File: src/rtl/stream_accum.sv
// Streaming reducer: after a start command, accepts n samples over valid/ready
// and reduces them (wrap sum, saturating sum, min, max) to one held result.
module stream_accum #(
    parameter int DATA_W = 8,
    parameter int CNT_W  = 8,
    parameter int SUM_W  = 16,
    parameter bit SIGNED = 1'b0
) (
    input  logic              clk_i,
    input  logic              rst_ni,
    input  logic              start_i,
    input  logic [CNT_W-1:0]  n_i,
    input  logic [1:0]        mode_i,
    input  logic [DATA_W-1:0] data_i,
    input  logic              valid_i,
    output logic              ready_o,
    output logic              busy_o,
    output logic              done_o,
    output logic [SUM_W-1:0]  result_o,
    output logic              overflow_o
);

    localparam logic [1:0] S_IDLE = 2'd0;
    localparam logic [1:0] S_RUN  = 2'd1;
    localparam logic [1:0] S_DONE = 2'd2;

    localparam logic [1:0] M_WRAP = 2'd0;
    localparam logic [1:0] M_MIN  = 2'd1;
    localparam logic [1:0] M_MAX  = 2'd2;
    localparam logic [1:0] M_SAT  = 2'd3;

    logic [1:0]        state, state_nxt;
    logic [CNT_W-1:0]  n_q, cnt;
    logic [1:0]        mode_q;
    logic [SUM_W-1:0]  acc, acc_nxt;
    logic              ovf_q, ovf_nxt;

    logic [SUM_W-1:0]        ext;
    logic signed [SUM_W-1:0] ext_s, acc_s;
    logic [SUM_W:0]          sum_x;
    logic                    add_ovf, smaller, larger, accept, last;

    function automatic logic [SUM_W-1:0] ext_fn(input logic [DATA_W-1:0] d);
        if (SIGNED)
            return SUM_W'($signed(d));
        else
            return SUM_W'(d);
    endfunction

    // On signed overflow both operands share a sign, so acc's sign picks the rail.
    function automatic logic [SUM_W-1:0] sat_fn(input logic             ovf,
                                                input logic             neg,
                                                input logic [SUM_W-1:0] wrapped);
        if (!ovf)
            return wrapped;
        else if (!SIGNED)
            return '1;
        else if (neg)
            return {1'b1, {(SUM_W-1){1'b0}}};
        else
            return {1'b0, {(SUM_W-1){1'b1}}};
    endfunction

    always_comb begin
        ext     = ext_fn(data_i);
        ext_s   = $signed(ext);
        acc_s   = $signed(acc);
        sum_x   = {1'b0, acc} + {1'b0, ext};
        add_ovf = SIGNED ? ((acc[SUM_W-1] == ext[SUM_W-1]) && (sum_x[SUM_W-1] != acc[SUM_W-1]))
                         : sum_x[SUM_W];
        smaller = SIGNED ? (ext_s < acc_s) : (ext < acc);
        larger  = SIGNED ? (ext_s > acc_s) : (ext > acc);
        accept  = (state == S_RUN) && valid_i;
        last    = (cnt == n_q - CNT_W'(1));

        acc_nxt = acc;
        ovf_nxt = ovf_q;
        case (mode_q)
            M_WRAP: begin
                acc_nxt = sum_x[SUM_W-1:0];
                ovf_nxt = ovf_q | add_ovf;
            end
            M_SAT: begin
                acc_nxt = sat_fn(add_ovf, acc[SUM_W-1], sum_x[SUM_W-1:0]);
                ovf_nxt = ovf_q | add_ovf;
            end
            M_MIN:   acc_nxt = ((cnt == '0) || smaller) ? ext : acc;
            M_MAX:   acc_nxt = ((cnt == '0) || larger)  ? ext : acc;
            default: acc_nxt = acc;
        endcase
    end

    always_comb begin
        state_nxt = state;
        case (state)
            S_IDLE:  if (start_i) state_nxt = (n_i != '0) ? S_RUN : S_DONE;
            S_RUN:   if (accept && last) state_nxt = S_DONE;
            S_DONE:  state_nxt = S_IDLE;
            default: state_nxt = S_IDLE;
        endcase
    end

    // Status outputs are registered from the next state so they align with state.
    always_ff @(posedge clk_i or negedge rst_ni) begin
        if (!rst_ni) begin
            state      <= S_IDLE;
            ready_o    <= 1'b0;
            busy_o     <= 1'b0;
            done_o     <= 1'b0;
            n_q        <= '0;
            mode_q     <= '0;
            cnt        <= '0;
            acc        <= '0;
            ovf_q      <= 1'b0;
            result_o   <= '0;
            overflow_o <= 1'b0;
        end else begin
            state   <= state_nxt;
            ready_o <= (state_nxt == S_RUN);
            busy_o  <= (state_nxt != S_IDLE);
            done_o  <= (state_nxt == S_DONE);
            case (state)
                S_IDLE: begin
                    if (start_i) begin
                        if (n_i != '0) begin
                            n_q    <= n_i;
                            mode_q <= mode_i;
                            cnt    <= '0;
                            acc    <= '0;
                            ovf_q  <= 1'b0;
                        end else begin
                            result_o   <= '0;
                            overflow_o <= 1'b0;
                        end
                    end
                end
                S_RUN: begin
                    if (accept) begin
                        cnt   <= cnt + CNT_W'(1);
                        acc   <= acc_nxt;
                        ovf_q <= ovf_nxt;
                        if (last) begin
                            result_o   <= acc_nxt;
                            overflow_o <= ovf_nxt;
                        end
                    end
                end
                default: ;
            endcase
        end
    end

endmodule

File: config.mk
export PLATFORM = sky130hd
export DESIGN_NAME = stream_accum
export DESIGN_NICKNAME = d
export VERILOG_FILES = /design/src/rtl/stream_accum.sv
export SDC_FILE = /design/constraint.sdc
export NUM_CORES = 1
export LEC_CHECK = 0
export BUFFER_PORTS_ARGS = -buffer_cell sky130_fd_sc_hd__clkbuf_2
export CAP_MARGIN = 20
export CORE_MARGIN = 4
export CORE_UTILIZATION = 61
export CTS_BUF_LIST = sky130_fd_sc_hd__clkbuf_4 sky130_fd_sc_hd__clkbuf_8
export DETAILED_ROUTE_END_ITERATION = 10
export HOLD_SLACK_MARGIN = 0.12
export PLACE_DENSITY = 0.83
export SYNTH_ARGS = -nofsm -noshare
export SYNTH_HDL_FRONTEND = slang
export SYNTH_SLANG_ARGS = --single-unit
export TNS_END_PERCENT = 50
File: constraint.sdc
create_clock -name clk_i -period 2.9 [get_ports clk_i]
set_input_delay 0.58 -clock clk_i [delete_from_list [all_inputs] [get_ports clk_i]]
set_output_delay 0.58 -clock clk_i [all_outputs]
set_load 0.02 [all_outputs]
==> out/metrics.csv <==
stage,metric,value,unit
global_routing,grt_antenna_before_repair,0,
logic_synthesis,ys_seq_elements,57,
logic_synthesis,synth_cell_types,62,
timing,hold_viol,0,
power_and_ir_drop,p_per_area,1000,mW/mm²
logic_synthesis,yosys_warnings,0,
power_and_ir_drop,p_leak,2.16,nW
logic_synthesis,synth_common_cells,"nand2_1, dfrtp_1, o21ai_0",
logic_synthesis,synth_flop_cell,dfrtp_1,
die,dieArea,0.00760,mm²
power_and_ir_drop,p_sw,2.00,mW
status,status,finished clean,
cells_and_area,final_design_area_no_fill,0.00457,mm²
timing,drv_slew,0,
setup_path,end_kind,register,
logic_synthesis,synth_top_family_by_area,compound AO/OA/AOI/OAI gates,
timing,setup_violations,0,
placement,placed_area,0.00432,mm²
placement,portBuffers,41,
clock_network,numCtsBuffers,9,
setup_path,start_kind,register,
clock_network,root_buffer,clkbuf_8,
power_and_ir_drop,internal_power,2.59,mW
detailed_routing,wirelength,10500,µm
global_routing,grt_max_degree,58,
detailed_routing,dr.pass1.iters,5,
logic_synthesis,synth_top_area_share,0.373,
die,core,0.00599,mm²
logic_synthesis,synthMuxAreaShare,0.00589,
power_and_ir_drop,ir_drop,0.000502,V
clock_network,tritoncts,built,
setup_path,critPathKind,reg -> reg,
logic_synthesis,synth_edf_count,0,
clock_network,post_cts_buffers,0,
placement,gp_congestion,0.965,
timing,setup_tns,0,ps
power_and_ir_drop,seqPwrFrac,0.274,
clock_network,clk_pin_slew,70,ps
logic_synthesis,seq_area_frac_synth,0.373,
global_routing,grt-ovfl-total,0,
logic_synthesis,synth_nets,483,
detailed_routing,via_per_inst,6.32,
die,pin_count,42,
logic_synthesis,post_synth.cell_area_avg,8.75,µm²
logic_synthesis,mappedNetlistArea,0.00382,mm²
cells_and_area,insertedDiodeCount,0,
detailed_routing,ant_nets,0,
clock_network,clock-sinks,57,
logic_synthesis,synth_xor_area_frac,0.0504,
logic_synthesis,synth_area_leaders,"dfrtp_1, ha_1, nand2_1",
cells_and_area,layout-drive-gt1-share,0.213,
power_and_ir_drop,p_sw_frac,0.435,
setup_path,path_max_fanout,5,
detailed_routing,vias,3703,
timing,post-route-period-util,0.964,
global_routing,use_met1,0.380,
die,start_util,0.638,
global_routing,use_met2,0.493,
die,rows,28,
logic_synthesis,yosysMostFrequentCell,nand2_1,
run,cap_violations,0,
clock_network,clkLatencyLatePin,340,ps
logic_synthesis,synth_simple_gate_area_frac,0.199,
logic_synthesis,synthAdderAreaFrac,0.0805,
cells_and_area,area_growth_syn_to_layout,19.6,%
setup_path,cp_data_required_time,3100,ps
die,die_h,87.2,µm
detailed_routing,drc,0,
placement,post-dp-hpwl,7450,µm
detailed_routing,drtIter0Drc,297,
logic_synthesis,synth_compound_area_frac,0.240,
cells_and_area,nets,553,
global_routing,use_met3,0.0568,
clock_network,clock_path_buffers,2,
detailed_routing,avgRoutedWirePerCell,18.0,µm
power_and_ir_drop,pwr-share-comb,0.540,
global_routing,busiest_layer,met2,
logic_synthesis,ys_async_sr_fraction,1.00,
power_and_ir_drop,pwr-share-clk,0.186,
setup_path,cp.arrival,3000,ps
setup_path,r2r_setup_slack,100,ps
timing,fmax,358,MHz
timing,fin_crit,2800,ps
global_routing,grtUsageTotal,0.298,
die,die_x,87.2,µm
logic_synthesis,yosys.area.top_type,dfrtp_1,
timing,fin_skew,7.92,ps
global_routing,grt_pass1_wl,17500,µm
timing,slew_headroom,0.525,
min_path,min_path_type,in -> async,
global_routing,grt_pass1_vias,3675,
clock_network,htreeDepth,3,
logic_synthesis,synthCells,437,
timing,worstMarginPinSlew,713,ps
cells by family (layout without fill, tap and decap cells):
kind of cell	Yosys count	after routing
simple gates	156	156
compound gates	129	129
flops	57	57
buf+inv	47	121
fa+ha+maj	24	24
xor+xnor	22	22
mux	2	2
critical path: stages, from the launching register on:
cell and delay, ps:
dfrtp_1 410, inv_1 60, ha_1 320, a21o_1 200, a221o_1 360, a22o_1 240, a32o_1 340, buf_4 180
a22oi_1 190, a2bb2oi_2 220, o21ai_0 130
registers in the layout (all words and copies together) (netlist names):
| signal | cells |
|---|---|
| acc | 16 |
| busy_o | 1 |
| cnt | 8 |
| done_o | 1 |
| mode_q | 2 |
| n_q | 8 |
| overflow_o | 1 |
| ovf_q | 1 |
| ready_o | 1 |
| result_o | 16 |
| state | 2 |
final timing paths:
kind                                  start          end  depth (start not counted)
worst max-delay path                 acc[2]       acc[9]                         10
worst min-delay path                 rst_ni       cnt[4]                          2
worst max register to register       acc[2]       acc[9]                         10
worst min register to register  result_o[7]  result_o[7]                          2
max in group asynchronous            rst_ni      acc[11]                          2
min in group clk_i                   n_i[3]       n_q[3]                          3
layout make-up:
type,instances,area [µm²]
well taps,75,93.8
multi-input cells,333,2230
clock inverters,4,76.3
repair buffers,81,505
flip-flops and latches,57,1430
clock buffers,11,151
fillers,438,1420
inverters,25,93.8
power by group through the flow:
| stage | sequential (mW) | clock, mW | combinational [mW] |
|---|---|---|---|
| after floorplan | 1.26 | 0 | 1.63 |
| after global placement | 1.25 | 0 | 2.28 |
| after detailed placement | 1.26 | 0 | 2.38 |
| after CTS | 1.25 | 0.857 | 2.41 |
| after global routing | 1.29 | 0.888 | 2.74 |
| final | 1.26 | 0.853 | 2.48 |
cells in the final DEF, fill, tap and decap left out, types with 3 or more instances in the layout:
cell      count
nand4_1       6
buf_4        40
a22o_1        6
nand3_1      11
o32ai_1       3
nor4_1        6
dfrtp_1      57
a21o_1        3
xor2_1       14
xnor2_1       8
o21ai_0      36
a211o_1       3
ha_1         23
nor2b_1       3
nand2b_1      7
a21oi_1      18
clkbuf_8     11
nor3_1        8
or3_1         3
a22oi_1       9
a221o_1       4
nand2_1      67
clkbuf_2     41
nor2_1       18
and2_1       10
nand3b_1      3
o31ai_1      12
inv_1        25
and3_1        4
a221oi_1      4
routing by layer:
metal / part of all wire / up-vias
met4: 0.022 / 0
met1: 0.43 / 1793
li1: - / 1718
met2: 0.49 / 165
met3: 0.064 / 27
met5: 0 / -
through the flow:
| stage | total power, mW | instances | util | hold WS (ps) | setup slack, ps |
|---|---|---|---|---|---|
| global placement | 3.53 | 571 | 0.722 | 457 | -9.17 |
| floorplan | 2.89 | 437 | - | 284 | 83.7 |
| finish | 4.59 | 586 | 0.764 | 368 | 105 |
| global route | 4.91 | 586 | 0.764 | 427 | -21.4 |
| CTS | 4.52 | 586 | 0.760 | 408 | 25.5 |
| detailed placement | 3.64 | 571 | 0.722 | 469 | -103 |
timing repair:
action / in CTS / in global routing
setup endpoints to repair: 0 / 16
resized for setup: 0 / 6
hold buffers: 0 / 0
(Power assumes the default switching activity.)
